`src/rtl/seg_scan_driver_if.sv`:
```
// Write/commit port of the seven-segment scan driver: the menu logic drives raw
// segment patterns into the shadow buffer and requests publication.
interface seg_scan_driver_if;
    logic       wr_en;
    logic [3:0] wr_addr;
    logic [7:0] wr_data;
    logic       commit;
    logic       commit_pending;

    // wr_en/commit are single-cycle strobes sampled on every clk edge; there
    // is no ready, a strobe is always accepted, and commit_pending reports
    // an accepted commit that has not yet reached the active buffer.
    modport master (output wr_en, output wr_addr, output wr_data, output commit,
                    input  commit_pending);
    modport slave  (input  wr_en, input  wr_addr, input  wr_data, input  commit,
                    output commit_pending);
endinterface

```
`src/rtl/seg_scan_driver.sv`:
```
// Time-multiplexed seven-segment scan driver with a double-buffered pattern
// file, frame-aligned commits, per-digit blink and a global display enable.
module seg_scan_driver #(
    parameter int NUM_DIGITS   = 8,
    parameter int SCAN_DIV     = 200000,
    parameter int BLINK_FRAMES = 64
) (
    input  logic                  clk,
    input  logic                  rst_n,
    input  logic                  en_i,
    input  logic [NUM_DIGITS-1:0] blink_mask_i,
    seg_scan_driver_if.slave      wr_if,
    output logic [NUM_DIGITS-1:0] seg_en_o,
    output logic [7:0]            tube1_o,
    output logic [7:0]            tube2_o,
    output logic                  frame_start_o
);
    localparam int CW = $clog2(SCAN_DIV);
    localparam int IW = $clog2(NUM_DIGITS);
    localparam int BW = $clog2(BLINK_FRAMES + 1);
    localparam logic [CW-1:0]         CNT_MAX   = CW'(SCAN_DIV - 1);
    localparam logic [IW-1:0]         IDX_MAX   = IW'(NUM_DIGITS - 1);
    localparam logic [IW-1:0]         IDX_HALF  = IW'(NUM_DIGITS / 2);
    localparam logic [BW-1:0]         BLINK_MAX = BW'(BLINK_FRAMES - 1);
    localparam logic [4:0]            ADDR_LIM  = 5'(NUM_DIGITS);
    localparam logic [NUM_DIGITS-1:0] ONE       = NUM_DIGITS'(1);

    logic [CW-1:0]         cnt_q, cnt_d;
    logic [IW-1:0]         idx_q, idx_d;
    logic [BW-1:0]         blink_cnt_q, blink_cnt_d;
    logic                  phase_q, phase_d;
    logic                  pend_q, pend_d;
    logic                  frame_q;
    logic [NUM_DIGITS-1:0] seg_en_q, seg_en_d;
    logic [7:0]            tube1_q, tube1_d, tube2_q, tube2_d;
    logic [7:0]            shadow_q [NUM_DIGITS];
    logic [7:0]            active_q [NUM_DIGITS];
    logic                  tick, boundary, wr_ok;
    logic [7:0]            pat;

    assign tick     = (cnt_q == CNT_MAX);
    assign boundary = tick && (idx_q == IDX_MAX);
    assign wr_ok    = wr_if.wr_en && ({1'b0, wr_if.wr_addr} < ADDR_LIM);

    always_comb begin
        cnt_d       = tick ? '0 : cnt_q + 1'b1;
        idx_d       = idx_q;
        blink_cnt_d = blink_cnt_q;
        phase_d     = phase_q;
        pend_d      = pend_q;
        if (tick) idx_d = (idx_q == IDX_MAX) ? '0 : idx_q + 1'b1;
        if (boundary) begin
            if (blink_cnt_q == BLINK_MAX) begin
                blink_cnt_d = '0;
                phase_d     = ~phase_q;
            end else begin
                blink_cnt_d = blink_cnt_q + 1'b1;
            end
        end
        // A commit landing on the publishing boundary is kept for the next frame.
        if (boundary && pend_q) pend_d = wr_if.commit;
        else if (wr_if.commit)  pend_d = 1'b1;

        pat      = (phase_q && blink_mask_i[idx_q]) ? 8'h00 : active_q[idx_q];
        seg_en_d = '0;
        tube1_d  = 8'h00;
        tube2_d  = 8'h00;
        if (en_i) begin
            seg_en_d = ONE << idx_q;
            if (idx_q < IDX_HALF) tube1_d = pat;
            else                  tube2_d = pat;
        end
    end

    always_ff @(posedge clk or negedge rst_n) begin
        if (!rst_n) begin
            cnt_q       <= '0;
            idx_q       <= '0;
            blink_cnt_q <= '0;
            phase_q     <= 1'b0;
            pend_q      <= 1'b0;
            frame_q     <= 1'b0;
            seg_en_q    <= '0;
            tube1_q     <= 8'h00;
            tube2_q     <= 8'h00;
            for (int i = 0; i < NUM_DIGITS; i++) begin
                shadow_q[i] <= 8'h00;
                active_q[i] <= 8'h00;
            end
        end else begin
            cnt_q       <= cnt_d;
            idx_q       <= idx_d;
            blink_cnt_q <= blink_cnt_d;
            phase_q     <= phase_d;
            pend_q      <= pend_d;
            frame_q     <= boundary;
            seg_en_q    <= seg_en_d;
            tube1_q     <= tube1_d;
            tube2_q     <= tube2_d;
            // Publication copies the registered shadow, so a same-cycle write waits.
            if (boundary && pend_q) begin
                for (int i = 0; i < NUM_DIGITS; i++) active_q[i] <= shadow_q[i];
            end
            if (wr_ok) shadow_q[wr_if.wr_addr[IW-1:0]] <= wr_if.wr_data;
        end
    end

    assign seg_en_o             = seg_en_q;
    assign tube1_o              = tube1_q;
    assign tube2_o              = tube2_q;
    assign frame_start_o        = frame_q;
    assign wr_if.commit_pending = pend_q;
endmodule

```
`src/flat_wrapper.sv`:
```
// flat-port wrapper written by rule: the top's interface ports become plain ports
module seg_scan_driver_flat 
#(
    parameter int NUM_DIGITS   = 8,
    parameter int SCAN_DIV     = 200000,
    parameter int BLINK_FRAMES = 64
)
  (clk, rst_n, en_i, blink_mask_i, seg_en_o, tube1_o, tube2_o, frame_start_o, wr_if_wr_en, wr_if_wr_addr, wr_if_wr_data, wr_if_commit, wr_if_commit_pending);
  seg_scan_driver_if wr_if_i ();
  input  logic clk;
  input  logic rst_n;
  input  logic en_i;
  input  logic [NUM_DIGITS-1:0] blink_mask_i;
  output logic [NUM_DIGITS-1:0] seg_en_o;
  output logic [7:0] tube1_o;
  output logic [7:0] tube2_o;
  output logic frame_start_o;
  input wire logic [$bits(wr_if_i.wr_en)-1:0] wr_if_wr_en;
  input wire logic [$bits(wr_if_i.wr_addr)-1:0] wr_if_wr_addr;
  input wire logic [$bits(wr_if_i.wr_data)-1:0] wr_if_wr_data;
  input wire logic [$bits(wr_if_i.commit)-1:0] wr_if_commit;
  output wire logic [$bits(wr_if_i.commit_pending)-1:0] wr_if_commit_pending;
  assign wr_if_i.wr_en = wr_if_wr_en;
  assign wr_if_i.wr_addr = wr_if_wr_addr;
  assign wr_if_i.wr_data = wr_if_wr_data;
  assign wr_if_i.commit = wr_if_commit;
  assign wr_if_commit_pending = wr_if_i.commit_pending;
  seg_scan_driver #(.NUM_DIGITS(NUM_DIGITS), .SCAN_DIV(SCAN_DIV), .BLINK_FRAMES(BLINK_FRAMES)) u_core (.clk(clk), .rst_n(rst_n), .en_i(en_i), .blink_mask_i(blink_mask_i), .wr_if(wr_if_i), .seg_en_o(seg_en_o), .tube1_o(tube1_o), .tube2_o(tube2_o), .frame_start_o(frame_start_o));
endmodule
```
`config.mk`:
```
export PLATFORM = sky130hd
export DESIGN_NAME = seg_scan_driver_flat
export DESIGN_NICKNAME = d
export VERILOG_FILES = /design/src/rtl/seg_scan_driver_if.sv /design/src/rtl/seg_scan_driver.sv /design/src/flat_wrapper.sv
export SDC_FILE = /design/constraint.sdc
export NUM_CORES = 1
export LEC_CHECK = 0
export CAP_MARGIN = 10
export CORE_MARGIN = 10
export CORE_UTILIZATION = 53
export DETAILED_ROUTE_END_ITERATION = 10
export PLACE_DENSITY = 0.76
export SKIP_CTS_REPAIR_TIMING = 1
export SLEW_MARGIN = 20
export SYNTH_ARGS = -nofsm -noshare
export SYNTH_HDL_FRONTEND = slang
export SYNTH_SLANG_ARGS = --single-unit
```
`constraint.sdc`:
```
create_clock -name clk -period 2.1 [get_ports clk]
set_clock_uncertainty 0.2 [all_clocks]
set_input_delay 0.315 -clock clk [delete_from_list [all_inputs] [get_ports clk]]
set_output_delay 0.315 -clock clk [all_outputs]
set_load 0.01 [all_outputs]
```
* Word-level counts from Yosys, hierarchy flattened
Cells that the tools add are included.
** Storage, ports and cells
- Bits in writable memories :: 0
- Memories kept :: 0
- Latch bits :: 0
- Input port bits :: 25
- ROM bits :: 0
- Flip-flop bits (word level) :: 183
** Cells by class
- Shift-type cells :: 1
- Add/sub/neg operators :: 3
- Div/mod/pow operators :: 0
- Reduce and logical (&&, ||, !) cells :: 7
- Bitwise logic cells :: 3
- Equality and inequality tests :: 3
- Multiply operators :: 0
- $lt $le $gt $ge :: 6
- Mux-type cells :: 19
** Operators by type and width (count)
- 8-bit 2-to-1 mux :: 9
- 64-bit bitwise mux :: 1
- 8-bit binary-select mux with 3-bit select :: 1
- 8-bit demux with 3-bit select :: 1
- 18-bit by 1-bit adder with 18-bit output, second input constant :: 1
- 18-bit equality test, second input constant :: 1
- 18-bit 2-to-1 mux :: 1
- 4-bit >= comparator, second input constant :: 2
- 3-bit inverter with 4-bit output :: 2
- 1-bit by 3-bit left shift with 8-bit output, first input constant :: 1
- 7-bit by 1-bit adder with 7-bit output, second input constant :: 1
- 7-bit by 6-bit equality test with 1-bit output, second input constant :: 1
- 7-bit 2-to-1 mux :: 1
- 1-bit logical AND :: 5
- 3-bit by 4-bit less-than comparator with 1-bit output, second input constant :: 1
- 4-bit by 1-bit less-than comparator with 1-bit output, second input constant :: 1
- 4-bit less-than comparator, second input constant :: 1
- 3-bit by 1-bit adder with 3-bit output, second input constant :: 1
- 1-bit binary-select mux with 3-bit select :: 1
- 3-bit equality test, second input constant :: 1
- 3-bit less-than comparator, second input constant :: 1
- 1-bit 2-to-1 mux :: 3
- 3-bit 2-to-1 mux :: 1
- 2-bit AND reduction :: 1
- 2 further kinds :: 2

* Logic depth before layout (Yosys ltp)
Gate-level depths: netlist of the first run.
- Depth after elaboration :: 7
- Gate-level depth with buffers :: 6

* Worst setup path after synthesis of the first run
Ideal clock, no wire load.
- Path kind :: reg-to-reg
- Start :: register u_core.cnt_q[0]
- End :: register u_core.active_q[0] in the netlist's numbering
- Path slack :: -145 ps
- Cell stages (with the launch flop) :: 7
- Required time :: 1775 ps
- Arrival time :: 1920 ps
- Setup time :: 125 ps
- Path buffers :: 1
- Path through :: dfrtp_1 > ha_1 > and4_1 > nand3_1 > nor3_4 > buf_6 > mux2_2
** On the way
- Word-level cells in the longest chain between the ends :: 3
** Ends and longest elaborated chain
- start: declaration :: line seg_scan_driver.sv:28 : logic [CW-1:0] cnt_q, cnt_d;
- start signal: assignment :: line seg_scan_driver.sv:91 : cnt_q <= cnt_d;
- 18-bit equality test :: line seg_scan_driver.sv:41 : assign tick = (cnt_q == CNT_MAX);
- 1-bit logical AND :: line seg_scan_driver.sv:42 : assign boundary = tick && (idx_q == IDX_MAX);
- 1-bit logical AND :: line seg_scan_driver.sv:101 : if (boundary && pend_q) begin
- end signal: indexed assignment :: line seg_scan_driver.sv:88 : active_q[i] <= 8'h00;
- end: declaration :: line seg_scan_driver.sv:37 : logic [7:0] active_q [NUM_DIGITS];
No other way between the ends.
A chain may end at the register's enable or synchronous reset.

* Final worst setup path of the first run
- Start :: register u_core.cnt_q[7]
- End :: register u_core.active_q[43] in the netlist's numbering
Same word-level chain as after synthesis.

==> impl_metrics.json, run 1 <==
{
  "worstPathMaxFanout": 8,
  "p_per_area_nw_per_um2": 791,
  "p_leak_nw": 4.35,
  "drt-vias-per-instance": 5.58,
  "ioPinCount": 51,
  "async_flop_share_pct": 100,
  "yosysUniqueCellTypes": 42,
  "yosysWarnings": 0,
  "worst_setup_path_start_kind": "register",
  "syn-cell-area_um2": 7540,
  "drv_slew": 0,
  "h-tree-depth": 4,
  "synth-simple-area-share_pct": 7.97,
  "regToRegSetupSlack_ns": -0.07,
  "num_rows": 43,
  "fmax_mhz": 461,
  "path_class": "reg -> reg",
  "grtUsageTotal_pct": 15.5,
  "cts_sinks": 183,
  "slew_headroom_pct": 60.0,
  "worstMarginPinSlew_ns": 0.595,
  "drt_iter0_drc": 330,
  "insertion_delay_ns": 0.43,
  "place.gp.congestion": 0.785,
  "rsz0062_at_grt": "yes",
  "peakVddDrop_uv": 630,
  "reg2reg_from": "u_core.cnt_q[7]",
  "grt_overflow": 0,
  "hold_viol_final": 0,
  "start_util_pct": 54.1,
  "root_buffer": "clkbuf_16",
  "synth_top_family_by_area": "multiplexers",
  "status": "finished with violations",
  "drc": 0,
  "hp-class": "in -> async",
  "finalCritPeriodShare_pct": 103,
  "synth_area_per_cell_um2": 15.3,
  "syn-num-nets": 526,
  "synth_edf_count": 0,
  "yosysTopAreaCell": "dfrtp_1",
  "endpoint_kind": "register",
  "die-area_um2": 19400,
  "synth_cells": 493,
  "maxCapViolCount": 0,
  "grt_max_degree": 55,
  "power_w": 0.00750,
  "antenna_found_initial": 0,
  "core_um2": 13900,
  "crit_required_ns": 2.21,
  "clockBufferDepth": 2,
  "cts_made_buffers": 17,
  "dp.cells": 745,
  "ant_nets": 0,
  "ys_seq_area_share_pct": 60.7,
  "fin_nets": 627,
  "timing.final.ws_setup_ns": -0.0708,
  "synth.top_cell.area_share_pct": 60.7,
  "synth.area.mux_share_pct": 25.1,
  "diodes": 0,
  "ff2ff_path_depth": 6,
  "syn2layout_area_growth_pct": 25.8,
  "synth_commonest_cells": "183 x dfrtp_1, 118 x mux2_2, 18 x mux4_2",
  "cts_tree": "done",
  "r2r-end": "u_core.active_q[43]",
  "netlist_top_cells_area": "dfrtp_1 61%, mux2_2 18%, mux4_2 5.4%, mux2_1 1.9%, and3_1 1.3%",
  "synthAdderAreaFrac_pct": 1.33,
  "avgRoutedWirePerCell_um": 20.0,
  "critical_path.endpoint": "u_core.active_q[43]",
  "final_cells": 786,
  "synth-compound-area-share_pct": 1.15,
  "vias": 4386,
  "first_pass_iters": 4,
  "setup_viol": 64,
  "hpwl_mm": 9.42,
  "cts.clk_slew.worst_paths_ns": 0.07,
  "grt_pass1_wl_mm": 24.4,
  "arrival_ns": 2.28,
  "synth.most_common_cell": "dfrtp_1",
  "synthFlopType": "dfrtp_1",
  "die_height_um": 139,
  "ys_seq_elements": 183,
  "drive_gt1_share_pct": 38.6,
  "fin_crit_ns": 2.17,
  "cp-startpoint": "u_core.cnt_q[7]",
  "synth_xor_area_share_pct": 1.97,
  "fp.dieW_um": 139,
  "violations": "setup timing",
  "port_buffers": 50,
  "grt_pass1_vias": 4636,
  "wl_mm": 15.7
}
## worst min path at each step
stage / startpoint / cells past startpoint / slack (ns) / to
after floorplan: rst_n / 0 / -0.18 / u_core.active_q[0]
after global placement: rst_n / 1 / 0.11 / u_core.seg_en_o[0]
after detailed placement: rst_n / 1 / 0.10 / u_core.seg_en_o[0]
after CTS: rst_n / 1 / -0.35 / u_core.seg_en_o[0]
after global routing: rst_n / 2 / 0.26 / u_core.seg_en_o[0]
final: rst_n / 2 / 0.22 / u_core.seg_en_o[0]
## where the power goes
| group | internal, W | leakage, nW | switching, W |
|---|---|---|---|
| combinational | 0.000284 | 1.64 | 0.000184 |
| clock | 0.00178 | 0.278 | 0.00129 |
| sequential | 0.00381 | 2.43 | 0.000150 |
| total | 0.00588 | 4.35 | 0.00162 |
## worst max-delay path: stages (launching register included)
cell and delay [ns]:
dfrtp_1 0.41, nor4b_4 0.38, nand3_4 0.13, nor3_4 0.24
buf_12 0.19, buf_16 0.15, mux2_2 0.34
## cell type report
class,count,area [um^2]
flip-flops and latches,183,4580
well taps,180,225
clock buffers,24,502
fillers,938,4450
inverters,7,26.3
multi-input cells,287,3040
repair buffers,98,1040
clock inverters,7,68.8
## flip-flops by register name (all words and copies together) (netlist names)
signal	cells
u_core.wr_if.commit_pending	1
u_core.phase_q	1
u_core.tube2_o	8
u_core.blink_cnt_q	7
u_core.shadow_q	64
u_core.active_q	64
u_core.idx_q	3
u_core.tube1_o	8
u_core.frame_start_o	1
u_core.cnt_q	18
u_core.seg_en_o	8
## metal layers
metal / vias to the layer above / global-route usage [%] / wire (um)
met2: 84 / 24.9 / 7750
met5: - / 0 / 0
met4: 0 / 5.16 / 272
met1: 2291 / 19.8 / 7130
li1: 1989 / - / -
met3: 22 / 4.22 / 533
## per-stage QoR
| step | instance area, um^2 | setup slack (ns) | utilization, % | setup TNS [ns] | hold slack [ns] |
|---|---|---|---|---|---|
| floorplan | 7560 | -0.0357 | - | -2.05 | -0.181 |
| global placement | 8540 | -0.0526 | 61.3 | -2.94 | 0.107 |
| detailed placement | 8540 | -0.0677 | 61.3 | -3.73 | 0.102 |
| CTS | 9110 | -0.109 | 65.4 | -5.50 | -0.348 |
| global route | 9480 | -0.129 | 68.1 | -6.83 | 0.256 |
| finish | 9480 | -0.0708 | 68.1 | -3.25 | 0.225 |
## kinds of logic after synthesis
kind of cell | count (synthesis)
muxes | 150
buffers and inverters | 23
DFF | 183
AOI/OAI and AO/OA | 12
adders and majority gates | 8
xor gates and xnor gates | 17
and+or+nand+nor | 100
## cells in the final DEF (no fill, tap or decap), types with 2 or more instances in the layout
cell,count
mux2_1,3
mux2_2,82
nor3_1,3
nor2b_1,12
clkbuf_1,2
ha_1,7
clkdlybuf4s50_1,49
xnor2_1,10
clkinvlp_4,2
clkbuf_16,21
o21ai_0,2
and3_1,16
nand4_1,9
mux2_4,46
buf_12,6
mux4_2,18
xor2_1,7
nor3b_2,2
nand3b_1,3
and2_1,5
clkbuf_8,5
o31ai_1,3
nor2_1,15
nand2_1,12
and4_1,2
inv_1,7
buf_4,34
a21oi_1,2
clkinv_2,3
nand3_1,7
dfrtp_1,183
buf_8,2
(Power assumes the default switching activity.)
==> run 2: changes to the inputs <==
--- a/config.mk
+++ b/config.mk
@@ -6,9 +6,9 @@
 export NUM_CORES = 1
 export LEC_CHECK = 0
 export CAP_MARGIN = 10
-export CORE_MARGIN = 10
 export CORE_UTILIZATION = 53
 export DETAILED_ROUTE_END_ITERATION = 10
+export GPL_ROUTABILITY_DRIVEN = 0
 export PLACE_DENSITY = 0.76
 export SKIP_CTS_REPAIR_TIMING = 1
 export SLEW_MARGIN = 20
==> run 2 against run 1 <==
The flow still finishes with violations (setup timing); final cell count decreased by 0.13%; global-route usage increased by 6.5 points; sequential share of layout area increased by 1.1 points; die area decreased by 24%; design area decreased by 2.3%; core utilization decreased by 1.3 points; maximum frequency increased by 3.2%; wire length decreased by 7.8%.
==> impl_metrics.json, run 2 (same netlist as run 1, synthesis figures left out) <==
{
  "status": "finished with violations",
  "violations": "setup timing",
  "final_common_cell": "dfrtp_1",
  "worstMarginPinSlew_ns": 0.507,
  "worst_setup_path_start_kind": "register",
  "hpwl_mm": 9.54,
  "num_rows": 43,
  "worstPathMaxFanout": 19,
  "cp_slowest_cell": "dfrtp_1",
  "crit_family": "simple AND/OR/NAND/NOR gates",
  "endpoint_kind": "register",
  "crit_required_ns": 2.22,
  "maxCapViolCount": 0,
  "setup_viol": 6,
  "cts_made_buffers": 17,
  "diodes": 0,
  "path_cells": "nor4bb_2 > nand2_1 > nor3_4 > buf_12 > buf_12 > mux2_2",
  "avgRoutedWirePerCell_um": 18.4,
  "power_w": 0.00756,
  "fin_nets": 625,
  "cts.clk_slew.worst_paths_ns": 0.07,
  "finalHoldWorstSlack_ns": 0.200,
  "clockBufferDepth": 2,
  "vias": 4315,
  "grt_pass1_wl_mm": 24.0,
  "p_per_area_nw_per_um2": 816,
  "largestRegisters": "u_core.active_q x64, u_core.shadow_q x64, u_core.cnt_q x18",
  "timing.final.ws_setup_ns": -0.00402,
  "peakVddDrop_uv": 636,
  "layout_common_cells": "183 x dfrtp_1, 106 x mux2_2, 49 x clkdlybuf4s50_1",
  "fmax_mhz": 475,
  "grt_max_degree": 51,
  "die-area_um2": 14700,
  "rsz0062_at_grt": "yes",
  "drt_iter0_drc": 215,
  "grt_pass1_vias": 4600,
  "path_class": "reg -> reg",
  "arrival_ns": 2.23,
  "root_buffer": "clkbuf_16",
  "finalCritPeriodShare_pct": 100,
  "critical_path_depth": 6,
  "drive_gt1_share_pct": 37.5,
  "antenna_found_initial": 0,
  "drv_slew": 0,
  "ioPinCount": 51,
  "port_buffers": 50,
  "slew_headroom_pct": 66.2,
  "drc": 0,
  "insertion_delay_ns": 0.44,
  "grt_overflow": 0,
  "crit_path_max_incr_delay_ns": 0.39,
  "fin_util_pct": 66.8,
  "grtUsageTotal_pct": 22.0,
  "hold_viol_final": 0,
  "fp.dieW_um": 121,
  "cts_sinks": 183,
  "hp-class": "in -> async",
  "die_height_um": 121,
  "drt-vias-per-instance": 5.50,
  "cts_tree": "done",
  "crit_top_cell": "buf_12",
  "path_buf_inv": 2,
  "syn2layout_area_growth_pct": 22.9,
  "h-tree-depth": 4,
  "first_pass_iters": 4,
  "p_leak_nw": 4.30,
  "ff2ff_path_depth": 6,
  "ant_nets": 0,
  "start_util_pct": 54.3,
  "wl_mm": 14.5,
  "fin_crit_ns": 2.10,
  "core_um2": 13900
}
-- run 2: layout make-up --
class / instances / area [um^2]
Clock buffer: 17 / 425
Clock inverter: 15 / 160
Fill cell: 957 / 4610
Inverter: 7 / 26.3
Multi-Input combinational cell: 287 / 2900
Sequential cell: 183 / 4580
Tap cell: 180 / 225
Timing Repair Buffer: 96 / 953
-- run 2: power by group --
part	internal [W]	leakage (nW)	switching, W	total, W
Clock	0.00168	0.286	0.00145	0.00313
Combinational	0.000284	1.59	0.000188	0.000472
Sequential	0.00381	2.43	0.000149	0.00396
Total	0.00578	4.30	0.00179	0.00756
-- run 2: worst paths after layout --
path	startpoint	to	slack, ns
hold / removal	rst_n	u_core.idx_q[0]	0.20
max in group asynchronous	rst_n	u_core.active_q[26]	0.84
min in group clk	wr_if_commit	u_core.wr_if.commit_pending	0.26
setup / recovery	u_core.cnt_q[15]	u_core.active_q[38]	-0.004
setup reg to reg	u_core.cnt_q[15]	u_core.active_q[38]	-0.004
hold reg to reg	u_core.cnt_q[12]	u_core.cnt_q[12]	0.28
-- run 2: stage by stage --
stage | setup TNS, ns | cells | area (um^2) | setup WS (ns)
2_1_floorplan | -2.05 | 493 | 7560 | -0.0357
3_3_place_gp | -0.247 | 750 | 8600 | -0.0113
3_5_place_dp | -0.506 | 750 | 8600 | -0.0305
4_1_cts | -1.12 | 782 | 9190 | -0.0463
5_1_grt | -2.57 | 785 | 9270 | -0.0727
6_report | -0.0115 | 785 | 9270 | -0.00402
-- run 2: per-layer routing --
layer	track usage, %	wire, um	vias to the layer above
met2	36.1	7290	68
met1	28.8	6560	2237
met3	4.84	416	17
met5	0	0	-
met4	8.18	204	0
li1	-	-	1993
